--- src/rtl/fetch_stage_pkg.sv ---
// Shared types for the instruction-fetch stage: queue entry, FSM states and
// the default boot vector.
package fetch_stage_pkg;

    typedef logic [31:0] word_t;

    typedef struct packed {
        word_t pc;
        word_t instr;
    } fetch_entry_t;

    typedef enum logic [1:0] {IDLE, REQ, WAIT, DROP} fetch_state_t;

    localparam word_t DEFAULT_RESET_PC = 32'hbfc0_0000;

endpackage

--- src/rtl/fetch_buffer.sv ---
// Small {pc, instr} FIFO between fetch and decode. The head entry is kept in
// a register so out_* hold their last value once the queue drains.
module fetch_buffer
    import fetch_stage_pkg::*;
#(
    parameter int DEPTH = 2
) (
    input  logic                       clk,
    input  logic                       reset,
    input  logic                       push,
    input  fetch_entry_t               push_entry,
    input  logic                       pop,
    input  logic                       flush,
    output fetch_entry_t               head,
    output logic                       full,
    output logic                       empty,
    output logic [$clog2(DEPTH):0]     count
);

    localparam int PW = $clog2(DEPTH);
    localparam int CW = PW + 1;

    fetch_entry_t    mem [DEPTH];
    logic [PW-1:0]   rd_ptr, wr_ptr, rd_next;
    logic [CW-1:0]   cnt_next;

    assign full  = (count == CW'(DEPTH));
    assign empty = (count == '0);

    always_comb begin
        rd_next  = pop ? rd_ptr + PW'(1) : rd_ptr;
        cnt_next = count + CW'(push) - CW'(pop);
    end

    always_ff @(posedge clk) begin
        if (push && !flush)
            mem[wr_ptr] <= push_entry;
    end

    always_ff @(posedge clk or posedge reset) begin
        if (reset) begin
            rd_ptr <= '0;
            wr_ptr <= '0;
            count  <= '0;
            head   <= '0;
        end else if (flush) begin
            rd_ptr <= '0;
            wr_ptr <= '0;
            count  <= '0;
        end else begin
            if (push)
                wr_ptr <= wr_ptr + PW'(1);
            rd_ptr <= rd_next;
            count  <= cnt_next;
            // The next head is either already in memory or is the word being
            // written this cycle into the slot that becomes the head.
            if (cnt_next != '0)
                head <= (push && wr_ptr == rd_next) ? push_entry : mem[rd_next];
        end
    end

endmodule

--- src/rtl/fetch_stage.sv ---
// MIPS instruction-fetch stage: owns the PC, runs a one-outstanding request
// FSM on the instruction bus and queues {pc, instr} pairs for decode.
module fetch_stage
    import fetch_stage_pkg::*;
#(
    parameter word_t RESET_PC  = DEFAULT_RESET_PC,
    parameter int    BUF_DEPTH = 2
) (
    input  logic        clk,
    input  logic        reset,
    output logic        ireq_valid,
    output logic [31:0] ireq_addr,
    input  logic        ireq_ready,
    input  logic        iresp_valid,
    input  logic [31:0] iresp_data,
    input  logic        stall,
    input  logic        redirect_valid,
    input  logic [31:0] redirect_pc,
    output logic        out_valid,
    output logic [31:0] out_pc,
    output logic [31:0] out_instr
);

    localparam int CW = $clog2(BUF_DEPTH) + 1;

    fetch_state_t    state;
    word_t           pc, inflight_pc;
    logic [CW-1:0]   count;
    logic            full, empty, push, pop, handshake;
    fetch_entry_t    head, push_entry;

    assign ireq_addr  = pc;
    assign handshake  = ireq_valid && ireq_ready;
    assign push       = (state == WAIT) && iresp_valid && !redirect_valid;
    assign pop        = out_valid && !stall;
    assign push_entry = '{pc: inflight_pc, instr: iresp_data};
    assign out_valid  = !empty;
    assign out_pc     = head.pc;
    assign out_instr  = head.instr;

    fetch_buffer #(.DEPTH(BUF_DEPTH)) u_buf (
        .clk        (clk),
        .reset      (reset),
        .push       (push),
        .push_entry (push_entry),
        .pop        (pop),
        .flush      (redirect_valid),
        .head       (head),
        .full       (full),
        .empty      (empty),
        .count      (count)
    );

    always_ff @(posedge clk or posedge reset) begin
        if (reset) begin
            state       <= IDLE;
            pc          <= RESET_PC;
            inflight_pc <= '0;
            ireq_valid  <= 1'b0;
        end else if (redirect_valid) begin
            pc         <= {redirect_pc[31:2], 2'b00};
            ireq_valid <= 1'b0;
            // Anything the bus has accepted must still be drained in DROP.
            case (state)
                IDLE:    state <= IDLE;
                REQ:     state <= handshake   ? DROP : IDLE;
                WAIT:    state <= iresp_valid ? IDLE : DROP;
                default: state <= iresp_valid ? IDLE : DROP;
            endcase
        end else begin
            case (state)
                IDLE: begin
                    // Free slots ignore a same-cycle pop, so one bubble per fetch.
                    if (count < CW'(BUF_DEPTH)) begin
                        state      <= REQ;
                        ireq_valid <= 1'b1;
                    end
                end
                REQ: begin
                    if (ireq_ready) begin
                        inflight_pc <= pc;
                        pc          <= pc + 32'd4;
                        ireq_valid  <= 1'b0;
                        state       <= WAIT;
                    end
                end
                WAIT: if (iresp_valid) state <= IDLE;
                default: if (iresp_valid) state <= IDLE;
            endcase
        end
    end

    always @(posedge clk) begin
        if (!reset)
            assert (!(push && full && !pop));
    end

endmodule

--- config.mk ---
export PLATFORM = sky130hd
export DESIGN_NAME = fetch_stage
export DESIGN_NICKNAME = d
export VERILOG_FILES = /design/src/rtl/fetch_stage_pkg.sv /design/src/rtl/fetch_buffer.sv /design/src/rtl/fetch_stage.sv
export SDC_FILE = /design/constraint.sdc
export NUM_CORES = 1
export LEC_CHECK = 0
export CORE_MARGIN = 3
export CORE_UTILIZATION = 40
export DETAILED_ROUTE_END_ITERATION = 10
export PLACE_DENSITY = 0.71
export SLEW_MARGIN = 10
export SYNTH_ARGS = -nofsm -noshare
export SYNTH_HDL_FRONTEND = slang
export SYNTH_HIERARCHICAL = 1
export SYNTH_SLANG_ARGS = --single-unit
--- constraint.sdc ---
create_clock -name clk -period 10.15 [get_ports clk]
set_input_delay 2.03 -clock clk [delete_from_list [all_inputs] [get_ports clk]]
set_output_delay 2.03 -clock clk [all_outputs]
set_load 0.03 [all_outputs]
==> results.txt <==
- Starting density of the core: 40.84%
- The number of antenna violations at the first check in global routing came to 0.
- Setup Viol. Count Final: 0
* Post-route DRC violation count: 0
- The first global-routing pass estimated 38500 um of wire.
* Post-layout instance count excluding filler cells: 1365
- Vias in the first global route: 6997
- After clock tree synthesis, the setup repair step added 0 buffers.
- Between clock sinks in the finished design, the worst skew comes to 0.01576 ns.
* Final slew viol count: 0
- The worst setup path is launched from an input port.
- Maximum resistive drop on vdd: 0.1713 mV
- Clock tree synthesis inserted a total of 27 buffers.
- Avg Cell Area, Syn: 13.66 um2
- Max-cap violation count: 0
- Post-DP HPWL: 14920 um
- WP data arrival: 5.97 ns
- The total overflow left after global routing is 0.
- CTS root buffer: clkbuf_16
- Final min period: 5.528 ns
- Die footprint: 0.02970 mm2
- After clock tree synthesis, the clock-pin slew on the worst setup and hold paths is 0.06 ns.
- At the placement stage, the worst setup path has a slack of 4.032 ns.
- The later pin in the worst-skew pair is clocked with a latency of 0.53 ns.
- The floorplan step set the die height to 172.3 um.
* Yosys warning count: 6
* Area growth from synthesis to final layout: 24.95%
- Top Ports: 168
* Final Hold Vio Count: 0
* Result of the run: finished, final reports clean
* Total via count in the routed design: 6951
* Via density per instance: 5.092
- Cells after Synth: 810
- Rows: 60
- The worst path uses 54.46% of the clock period.
- Of all nets on the critical path, the largest fanout is 88.
- The final layout contains 1044 nets.
- Length of the first detailed-routing pass in iterations: 5
- WL/cell: 17.86 um
- Global-route total usage across every layer: 16.20%
* Hold buffer count at cts: 0
* Maximum number of pins on one net before global-route repair: 89
- Transition time at the pin with the least slew margin: 1.082 ns
- Cells with a size suffix above 1 make up 16.73% of the layout.
- Unrepaired setup endpoints after global routing: false
* Leak: 5.602 nW
- Hold/Removal Path Class: flip-flop to flip-flop
* Buffers from clock root to sink, at most: 3
- Once layout is complete, the utilization of the core stands at 51.03%.
- After layout, the worst setup slack is 4.622 ns.
- Headroom to the max-slew limit came out at 26.35%.
- Counting tap cells, the placed design contains a total of 1314 instances.
* Number of DRC violations after detailed-routing iteration 0: 536
- Kind of capture point of the worst setup path: flip-flop
- Data required time of the critical path: 10.59 ns
* Maximum operating frequency: 0.1809 GHz
* Clock tree from TritonCTS: done
- Netlist area before placement: 0.01107 mm2
- The die is 172.3 um wide.
- Gates resized during post-CTS repair numbered 0.
* Placer Congestion: 0.8187
- Power density over cell area: 285.9 mW/mm2
* DRT antenna net count: 0
* TritonCTS Sinks: 259
* Aggregate routed wire length: 24380 um
- Summed negative setup slack over all endpoints: 0 ns
- In this run the number of H-tree levels came out at 1.
* Number of buffer cells added on primary ports: 163
- Core footprint: 0.02710 mm2
- The critical path in this run is classified as input port to flip-flop.
-- sequential cells by signal (all words and copies together) (netlist names) --
register      cells
ireq_valid        1
ireq_addr        30
u_buf/head       64
u_buf/mem       128
state             2
u_buf/count       2
u_buf/wr_ptr      1
u_buf/rd_ptr      1
inflight_pc      30
-- metrics by stage --
step | power, W | hold slack, ns | instance area (um2)
floorplan | 0.002537 | 0.4567 | 11090
global placement | 0.002994 | 0.4655 | 12960
detailed placement | 0.003034 | 0.4743 | 12960
CTS | 0.004013 | 0.4873 | 13830
global route | 0.004190 | 0.5005 | 13830
finish | 0.003954 | 0.4799 | 13830
-- layout by cell type, fill, tap and decap left out, types with 3 or more instances in the layout --
cell type / count
ha_1: 3
dfrtp_1: 122
inv_1: 12
nand2_1: 95
o211ai_1: 3
clkinv_2: 5
mux2_2: 93
dfstp_2: 9
clkinv_1: 7
or4_1: 11
a31o_2: 3
nor3_1: 4
or3_1: 3
a21oi_1: 4
o21ai_0: 19
nor2_1: 24
buf_4: 9
o21ai_1: 61
conb_1: 8
nand4_1: 9
a31oi_1: 14
clkdlybuf4s50_1: 163
and3_1: 5
clkbuf_16: 27
clkbuf_1: 6
o31ai_1: 9
nand3_1: 12
nor4_1: 10
edfxtp_1: 128
bufinv_16: 3
mux2i_1: 65
xor2_1: 3
xnor2_1: 8
-- cell type report --
cell class,instances,area [um2]
inverter,14,53.80
sequential,259,7133
antenna,1,2.502
clock inverter,16,153.9
multi-input combinational,497,3610
tap,372,465.4
clock buffer,34,711.9
fill,2379,13270
timing repair buffer,172,1699
-- routing by layer --
| metal | vias to the layer above | global-route usage [%] | routed length (um) |
|---|---|---|---|
| li1 | 3299 | - | - |
| met1 | 3418 | 22.74 | 11080 |
| met2 | 191 | 26.03 | 11320 |
| met3 | 43 | 2.835 | 1313 |
| met4 | 0 | 4.651 | 663 |
| met5 | - | 0 | 0 |
-- where the power goes --
part	internal [W]	switching [W]
registers	0.00137	0.000175
logic	0.000637	0.000806
clock network	0.000572	0.000394
-- path summary, 6_finish.rpt --
kind	start	endpoint	slack (ns)	cells after the start
setup / recovery	redirect_valid	u_buf/head[28]	4.62	12
setup reg to reg	state[0]	u_buf/head[28]	6.31	10
hold reg to reg	u_buf/head[15]	u_buf/head[15]	0.48	2
hold / removal	u_buf/head[15]	u_buf/head[15]	0.48	2
max in group asynchronous	reset	u_buf/head[20]	7.31	3
min in group asynchronous	reset	inflight_pc[20]	2.10	3
-- critical path, cell delays in order --
cell and delay [ns]:
clkdlybuf4s50_1 0.39, buf_4 0.27, nor3_1 0.52, inv_1 0.09
ha_1 0.30, inv_1 0.06, ha_1 0.15, xor3_1 0.27
o21bai_4 0.73, buf_4 0.79, nand2_1 0.15, o21ai_1 0.13
Note: power is estimated with default switching activity, not from simulation.
